**config.mk**
```make
export PLATFORM = sky130hd
export DESIGN_NAME = encoder_4_2_seq
export DESIGN_NICKNAME = d
export VERILOG_FILES = /design/src/rtl/encoder_pkg.sv /design/src/rtl/prio_enc4.sv /design/src/rtl/encoder_4_2_seq.sv
export SDC_FILE = /design/constraint.sdc
export NUM_CORES = 1
export LEC_CHECK = 0
export ABC_AREA = 1
export CAP_MARGIN = 20
export CORE_AREA = 5 5 42 44
export CTS_CLUSTER_DIAMETER = 50
export DETAILED_ROUTE_END_ITERATION = 10
export DIE_AREA = 0 0 47 49
export PLACE_DENSITY = 0.71
export REMOVE_ABC_BUFFERS = 1
export SYNTH_ARGS = -nofsm -noshare
export SYNTH_HDL_FRONTEND = slang
export SYNTH_SLANG_ARGS = --single-unit
```
**constraint.sdc**
```tcl
create_clock -name clk -period 2.1 [get_ports clk]
set_clock_uncertainty 0.15 [all_clocks]
set_input_delay 0.42 -clock clk [delete_from_list [all_inputs] [get_ports clk]]
set_output_delay 0.42 -clock clk [all_outputs]
set_load 0.03 [all_outputs]
```
**src/rtl/encoder_pkg.sv**
```systemverilog
// Shared types and sizes for the sequential 4-to-2 encoder.
// Latency: none (declarations only).
// Backpressure: none (declarations only).
package encoder_pkg;

    localparam int IDX_W = 2;
    localparam int LINES = 4;

    typedef enum logic {
        ST_IDLE = 1'b0,
        ST_HOLD = 1'b1
    } state_t;

    // One-hot mask for a line index.
    function automatic logic [LINES-1:0] idx_onehot(input logic [IDX_W-1:0] idx);
        return LINES'(1) << idx;
    endfunction

endpackage

```
**src/rtl/prio_enc4.sv**
```systemverilog
// Rotating priority encoder: first set req bit scanning base, base+1, base+2, base+3 (mod 4).
// Latency: purely combinational.
// Backpressure: none; any=0 means idx is don't-care (driven to 0).
module prio_enc4
    import encoder_pkg::*;
(
    input  logic [LINES-1:0] req,
    input  logic [IDX_W-1:0] base,
    output logic [IDX_W-1:0] idx,
    output logic             any
);

    logic [IDX_W-1:0] cand;
    logic             found;

    // Ascending scan from base; the first hit wins.
    always_comb begin
        idx   = '0;
        cand  = '0;
        found = 1'b0;
        any   = |req;
        for (int i = 0; i < LINES; i++) begin
            cand = base + IDX_W'(i);
            if (!found && req[cand]) begin
                idx   = cand;
                found = 1'b1;
            end
        end
    end

endmodule

```
**src/rtl/encoder_4_2_seq.sv**
```systemverilog
// Sequential 4-to-2 encoder: sticky request capture, priority select, index on {A,B} with V/ack.
// Latency: event at edge n pends at n, V rises at n+1 when idle; one V=0 cycle between grants.
// Backpressure: {A,B} held with V=1 until ack; new events only accumulate in pend (lost flags overlaps).
// Optional build macro ENCODER_ROUND_ROBIN_EN: round-robin selection after the last grant.
module encoder_4_2_seq
    import encoder_pkg::*;
#(
    parameter bit EDGE_MODE = 1'b1
) (
    input  logic clk,
    input  logic rst,
    input  logic en,
    input  logic D0,
    input  logic D1,
    input  logic D2,
    input  logic D3,
    input  logic ack,
    output logic A,
    output logic B,
    output logic V,
    output logic lost
);

    logic [LINES-1:0] d_vec;
    logic [LINES-1:0] d_q;
    logic [LINES-1:0] ev;
    logic [LINES-1:0] clr;
    logic [LINES-1:0] pend;
    logic [LINES-1:0] pend_nxt;
    logic             lost_nxt;
    state_t           state;
    state_t           state_nxt;
    logic             a_nxt;
    logic             b_nxt;
    logic             v_nxt;
    logic [LINES-1:0] req;
    logic [IDX_W-1:0] base;
    logic [IDX_W-1:0] enc_idx;
    logic [IDX_W-1:0] grant_idx;
    logic             any;

    assign d_vec = {D3, D2, D1, D0};
    assign ev    = EDGE_MODE ? (d_vec & ~d_q) : d_vec;
    assign clr   = (state == ST_HOLD && ack) ? idx_onehot({A, B}) : '0;

    // A set and a clear on the same bit leave it pending (set is OR-ed in last).
    assign pend_nxt = (pend & ~clr) | (en ? ev : '0);
    assign lost_nxt = lost | (en & (|(ev & pend & ~clr)));

`ifdef ENCODER_ROUND_ROBIN_EN
    logic [IDX_W-1:0] last;

    // Remember each grant so the next search starts just after it.
    always_ff @(posedge clk) begin
        if (rst) begin
            last <= '0;
        end else if (state == ST_IDLE && any) begin
            last <= grant_idx;
        end
    end

    assign req       = pend;
    assign base      = last + IDX_W'(1);
    assign grant_idx = enc_idx;
`else
    // Fixed D3-first: scan the bit-reversed vector upward from 0, then
    // invert the found position back into a line index.
    assign req       = {pend[0], pend[1], pend[2], pend[3]};
    assign base      = '0;
    assign grant_idx = ~enc_idx;
`endif

    prio_enc4 u_prio (
        .req  (req),
        .base (base),
        .idx  (enc_idx),
        .any  (any)
    );

    // Request capture: input history, sticky pending set and overlap flag.
    always_ff @(posedge clk) begin
        if (rst) begin
            d_q  <= '0;
            pend <= '0;
            lost <= 1'b0;
        end else begin
            d_q  <= d_vec;
            pend <= pend_nxt;
            lost <= lost_nxt;
        end
    end

    // State and output registers.
    always_ff @(posedge clk) begin
        if (rst) begin
            state <= ST_IDLE;
            A     <= 1'b0;
            B     <= 1'b0;
            V     <= 1'b0;
        end else begin
            state <= state_nxt;
            A     <= a_nxt;
            B     <= b_nxt;
            V     <= v_nxt;
        end
    end

    // Next state: grant from IDLE when anything pends, hold until ack.
    always_comb begin
        state_nxt = state;
        a_nxt     = A;
        b_nxt     = B;
        v_nxt     = V;
        case (state)
            ST_IDLE: begin
                v_nxt = 1'b0;
                if (any) begin
                    {a_nxt, b_nxt} = grant_idx;
                    v_nxt          = 1'b1;
                    state_nxt      = ST_HOLD;
                end
            end
            ST_HOLD: begin
                v_nxt = 1'b1;
                if (ack) begin
                    v_nxt     = 1'b0;
                    state_nxt = ST_IDLE;
                end
            end
            default: begin
                v_nxt     = 1'b0;
                state_nxt = ST_IDLE;
            end
        endcase
    end

endmodule
```
==> impl_metrics.py, run 1 <==
metrics = {
    "critical_path": {
        "critPathMaxStageDelay_ns": 0.70,
        "worst-path-stages": 1,
        "reg2reg_depth": 9,
        "crit_path_end_kind": "output port",
        "reg2reg_slack_ns": 0.90,
        "crit_fanout": 6,
        "reg2reg_from": "B",
        "critPathLaunchType": "flip-flop",
        "cp.arrival_ns": 1.38,
        "cp.required_ns": 1.53,
        "crit_chain": "clkdlybuf4s50_1",
        "rr_endpoint": "lost",
        "crit_family": "buffers and inverters",
        "path_buf_inv": 1,
        "worstSetupPathType": "reg2out",
        "slowest_stage": "clkdlybuf4s50_1",
    },
    "cells_and_area": {
        "drive_above_1_share": 0.0860,
        "postLayoutCellArea_um2": 687,
        "syn_to_final_growth_pct": 25.9,
        "fin_nets": 103,
        "seqCellArea_um2": 240,
        "multiInputGateArea_um2": 234,
        "diodes": 0,
        "fillCellCount": 160,
        "final_cells": 109,
    },
    "timing": {
        "fmax_mhz": 512,
        "period_share": 0.930,
        "maxSlewHeadroom": 0.713,
        "rsz0062_at_grt": "false",
        "hold_violations": 0,
        "tns_ns": 0,
        "min_period_ns": 1.95,
        "final_max_slew_viol_count": 0,
        "tightest_slew_ns": 0.429,
        "finalSetupViolCount": 0,
    },
    "power_and_ir_drop": {
        "p_clk_frac": 0.271,
        "p_switching_mw": 0.150,
        "p_sw_frac": 0.293,
        "comb_power_share": 0.219,
        "seq_power_share": 0.510,
        "p_int_mw": 0.362,
        "power.density_nw_per_um2": 746,
        "p_leak_nw": 0.300,
        "power.total_mw": 0.512,
        "irDropWorstVdd_mv": 0.333,
    },
    "synthesis": {
        "synth.most_common_cell": "nand2_1",
        "yosys.area.top_type": "dfxtp_1",
        "synthTopCellsByCount": "nand2_1 (15), inv_1 (14), nor2_1 (14)",
        "yosys_register_bits": 12,
        "yosysWarnings": 0,
        "netlist_area_um2": 546,
        "ys_seq_area_frac": 0.440,
        "avgSynthCellArea_um2": 6.82,
        "syn_inst": 80,
        "synthTopCellsByArea": "dfxtp_1 (44%), nand2_1 (10%), inv_1 (9.6%)",
        "synth-edff-count": 0,
        "synth_top_area_frac": 0.440,
        "yosys.cell_types.count": 13,
        "synth-main-ff-cell": "dfxtp_1",
        "async_flop_share": 0,
    },
    "grt": {
        "grt_max_degree": 13,
        "grt_pass1_vias": 431,
        "grt_pass1_wl_um": 1740,
        "antenna_found_initial": 0,
        "grt_usage": 0.107,
        "grt_overflow": 0,
    },
    "floorplanning": {
        "ios": 12,
        "core_area_um2": 1400,
        "row_count": 14,
        "fp.dieH_um": 49,
        "dieArea_um2": 2300,
        "die_w_um": 47,
        "start_util": 0.389,
    },
    "placement": {
        "gp_congestion": 0.743,
        "dp_hpwl_um": 784,
        "io_buffers": 11,
        "dp.cells": 106,
        "placed_cell_area_um2": 664,
    },
    "clock_tree": {
        "h-tree-depth": 1,
        "root_buffer": "clkbuf_4",
        "cts_sinks": 12,
        "hold_buffers": 0,
        "cts_resized": 0,
        "clkLatencyLatePin_ns": 0.27,
        "numCtsBuffers": 3,
        "clockBufferDepth": 2,
        "tritoncts": "yes",
        "clk_pin_slew_ns": 0.07,
        "post-cts-setup-buffer-count": 0,
    },
    "hold_path": {
        "min_delay_worst_endpoint": "lost",
        "hold_path_depth": 2,
        "hold_start": "lost",
        "hold_class": "reg2reg",
    },
    "drt": {
        "dr.pass1.iters": 2,
        "drc": 0,
        "wl_per_cell_um": 9.35,
        "num_vias": 496,
        "ant_nets": 0,
        "drt-vias-per-instance": 4.55,
        "drtIter0Drc": 7,
        "drt-total-wl_um": 1020,
    },
    "run_status": {
        "status": "finished clean",
    },
    "run": {
        "max_cap_viol_count": 0,
    },
}
[sequential cells by signal (all words and copies together), names as in the netlist]
name and count:
lost 1, A 1, d_q 4, B 1, pend 4, state 1
[tightest hold or removal path, cell delays in order (launching register included)]
cell     delay [ns]
dfxtp_1        0.31
inv_1          0.06
a21oi_2        0.05
[stage by stage]
step                 util  hold slack, ns  setup WS, ns
global route        0.490           0.346        0.0829
finish              0.490           0.313         0.147
CTS                 0.490           0.316         0.124
global placement    0.474           0.300         0.391
floorplan               -           0.283         0.776
detailed placement  0.474           0.306         0.372
[power by group through the flow]
| stage | Combinational, mW | Clock, mW | Sequential (mW) |
|---|---|---|---|
| CTS | 0.114 | 0.144 | 0.262 |
| finish | 0.112 | 0.139 | 0.261 |
| floorplan | 0.0501 | 0 | 0.282 |
| global placement | 0.112 | 0 | 0.266 |
| detailed placement | 0.113 | 0 | 0.267 |
| global route | 0.126 | 0.153 | 0.265 |
[routing by layer]
layer,share of wire,vias up,GRT usage
met2,0.45,10,0.143
met3,0.058,4,0.0221
met4,0.026,0,0.0829
met1,0.47,209,0.142
li1,-,273,-
met5,0,-,0
[worst max path at each step]
stage / slack, ns / endpoint / from
floorplan: 0.78 / lost / state
global placement: 0.39 / lost / ack
detailed placement: 0.37 / lost / ack
CTS: 0.12 / A / A
global route: 0.08 / A / A
finish: 0.15 / A / A
[kinds of logic after synthesis]
family | synth area share
flip-flops | 0.440
buffers and inverters | 0.131
AO/OA/AOI/OAI | 0.133
AND/OR/NAND/NOR | 0.296
[placed cells by master, fill, tap and decap left out]
cell type / netlist / final
o21ai_0: 4 / 4
o31a_1: 1 / 1
clkdlybuf4s50_1: 0 / 11
inv_2: 2 / 2
dfxtp_1: 12 / 12
nand2_2: 1 / 1
clkbuf_4: 0 / 3
nand3_1: 7 / 7
nand2_1: 15 / 15
nor2_4: 1 / 1
a21oi_1: 7 / 7
inv_1: 14 / 14
nor2_1: 14 / 14
a21oi_2: 1 / 1
[area by class of cell]
cell class	instances	area share
Clock buffer	3	0.0328
Inverter	16	0.0874
Multi-Input combinational cell	51	0.341
Sequential cell	12	0.350
Tap cell	16	0.0291
Timing Repair Buffer	11	0.160
Power figures use the tool's default switching activity.
==> run 2, diff against run 1 <==
- HOLD_SLACK_MARGIN: default -> 0.12
==> results of run 2 <==
Same layout as run 1: the final DEF is identical, and so are final timing and power.
==> run 3, diff against run 2 <==
- PLACE_DENSITY: 0.71 -> 0.67
==> run 3 against run 2 <==
Net effect:
- via count rose by 2.8%
- critical endpoint unchanged
- count of clock-buffer cells in the layout up 1
- highest routed layer is now met3
- die area did not move
- global-route usage shrank 0.086 points
- utilization increased by 1.5 points
- sequential power is essentially flat
- routed wire length grew 6.1%
==> impl_metrics.py, run 3 (same netlist as run 1, synthesis figures left out) <==
metrics = {
    "run_status": {
        "status": "finished clean",
    },
    "drt": {
        "wl_per_cell_um": 9.74,
        "drt-total-wl_um": 1080,
        "drtIter0Drc": 6,
        "ant_nets": 0,
        "drt-vias-per-instance": 4.59,
        "drc": 0,
        "dr.pass1.iters": 5,
        "num_vias": 510,
    },
    "hold_path": {
        "hold_class": "reg2reg",
        "hold_start": "pend[1]",
    },
    "critical_path": {
        "crit_chain": "clkdlybuf4s50_1",
        "critPathLaunchType": "flip-flop",
        "crit_fanout": 6,
        "crit_path_end_kind": "output port",
        "reg2reg_from": "state",
        "cp.required_ns": 1.53,
        "crit_start": "A",
        "path_buf_inv": 1,
        "crit_family": "buffers and inverters",
        "slowest_stage": "clkdlybuf4s50_1",
        "critPathMaxStageDelay_ns": 0.70,
        "cp.arrival_ns": 1.40,
        "worstSetupPathType": "reg2out",
    },
    "run": {
        "max_cap_viol_count": 0,
    },
    "cells_and_area": {
        "drive_above_1_share": 0.105,
        "diodes": 0,
        "postLayoutCellArea_um2": 708,
        "final_common_cell": "nand2_1",
        "final_cell_mix": "nand2_1 (15), inv_1 (14), nor2_1 (14)",
        "fin_nets": 104,
        "seqCellArea_um2": 240,
        "final_cells": 111,
        "multiInputGateArea_um2": 234,
        "reg.largest.list": "d_q (4), pend (4)",
        "syn_to_final_growth_pct": 29.8,
        "fillCellCount": 151,
    },
    "clock_tree": {
        "cts_sinks": 12,
        "h-tree-depth": 1,
        "root_buffer": "clkbuf_4",
        "cts_resized": 0,
        "hold_buffers": 0,
        "clkLatencyLatePin_ns": 0.28,
        "numCtsBuffers": 3,
        "post-cts-setup-buffer-count": 0,
        "tritoncts": "yes",
        "clk_pin_slew_ns": 0.08,
        "clockBufferDepth": 2,
    },
    "power_and_ir_drop": {
        "irDropWorstVdd_mv": 0.325,
        "power.density_nw_per_um2": 799,
        "p_leak_nw": 0.312,
    },
    "floorplanning": {
        "core_area_um2": 1400,
        "ios": 12,
        "die_w_um": 47,
        "row_count": 14,
        "dieArea_um2": 2300,
        "fp.dieH_um": 49,
        "start_util": 0.389,
    },
    "timing": {
        "final_max_slew_viol_count": 0,
        "rsz0062_at_grt": "false",
        "fmax_mhz": 508,
        "min_period_ns": 1.97,
        "hold_ws_ns": 0.313,
        "hold_violations": 0,
        "tns_ns": 0,
        "tightest_slew_ns": 0.313,
        "finalSetupViolCount": 0,
        "period_share": 0.938,
        "maxSlewHeadroom": 0.791,
    },
    "placement": {
        "dp.cells": 107,
        "io_buffers": 11,
        "gp_congestion": 0.731,
        "dp_hpwl_um": 835,
        "placed_cell_area_um2": 672,
    },
    "grt": {
        "grt_usage": 0.106,
        "grt_pass1_wl_um": 1740,
        "grt_overflow": 0,
        "grt_pass1_vias": 439,
        "grt_max_degree": 10,
        "antenna_found_initial": 0,
    },
}
[run 3: cell count changes in the layout (fill, tap and decap cells not counted), sizes merged]
cell	delta
buf	+1
clkbuf	+1
[run 3: cell type report]
cell class,count,area share
sequential,12,0.339
tap,16,0.0283
timing repair buffer,12,0.166
clock buffer,4,0.0512
multi-input combinational,51,0.330
inverter,16,0.0848
[run 3: routing by layer]
layer	wire length (um)	share of wire	vias up	GRT usage
met2	512	0.47	15	0.143
met1	504	0.47	220	0.139
met3	64	0.059	0	0.0332
met5	0	0	-	0
li1	-	-	275	-
met4	0	0	0	0.0691
[run 3: power breakdown]
part           switching, mW  internal (mW)  total [mW]
Sequential            0.0153          0.246       0.261
Clock                 0.0844          0.106       0.190
Combinational         0.0640         0.0506       0.115
[run 3: tightest hold or removal path, cell delays in order, from the launching register on]
cell     delay (ns)
dfxtp_1        0.31
nand2_1        0.06
a21oi_1        0.05
[run 3: final timing paths]
| check | endpoint | slack, ns | cells after the start |
|---|---|---|---|
| worst min register to register | pend[1] | 0.31 | 2 |
| worst max register to register | lost | 0.90 | 9 |
| worst min-delay path | pend[1] | 0.31 | 2 |
| worst max-delay path | A | 0.13 | 1 |
[run 3: metrics by stage]
stage	util	worst slack [ns]	power (mW)
floorplan	-	0.776	0.332
finish	0.505	0.131	0.566
global route	0.505	0.0677	0.598
global placement	0.479	0.413	0.380
CTS	0.505	0.115	0.573
detailed placement	0.479	0.402	0.382
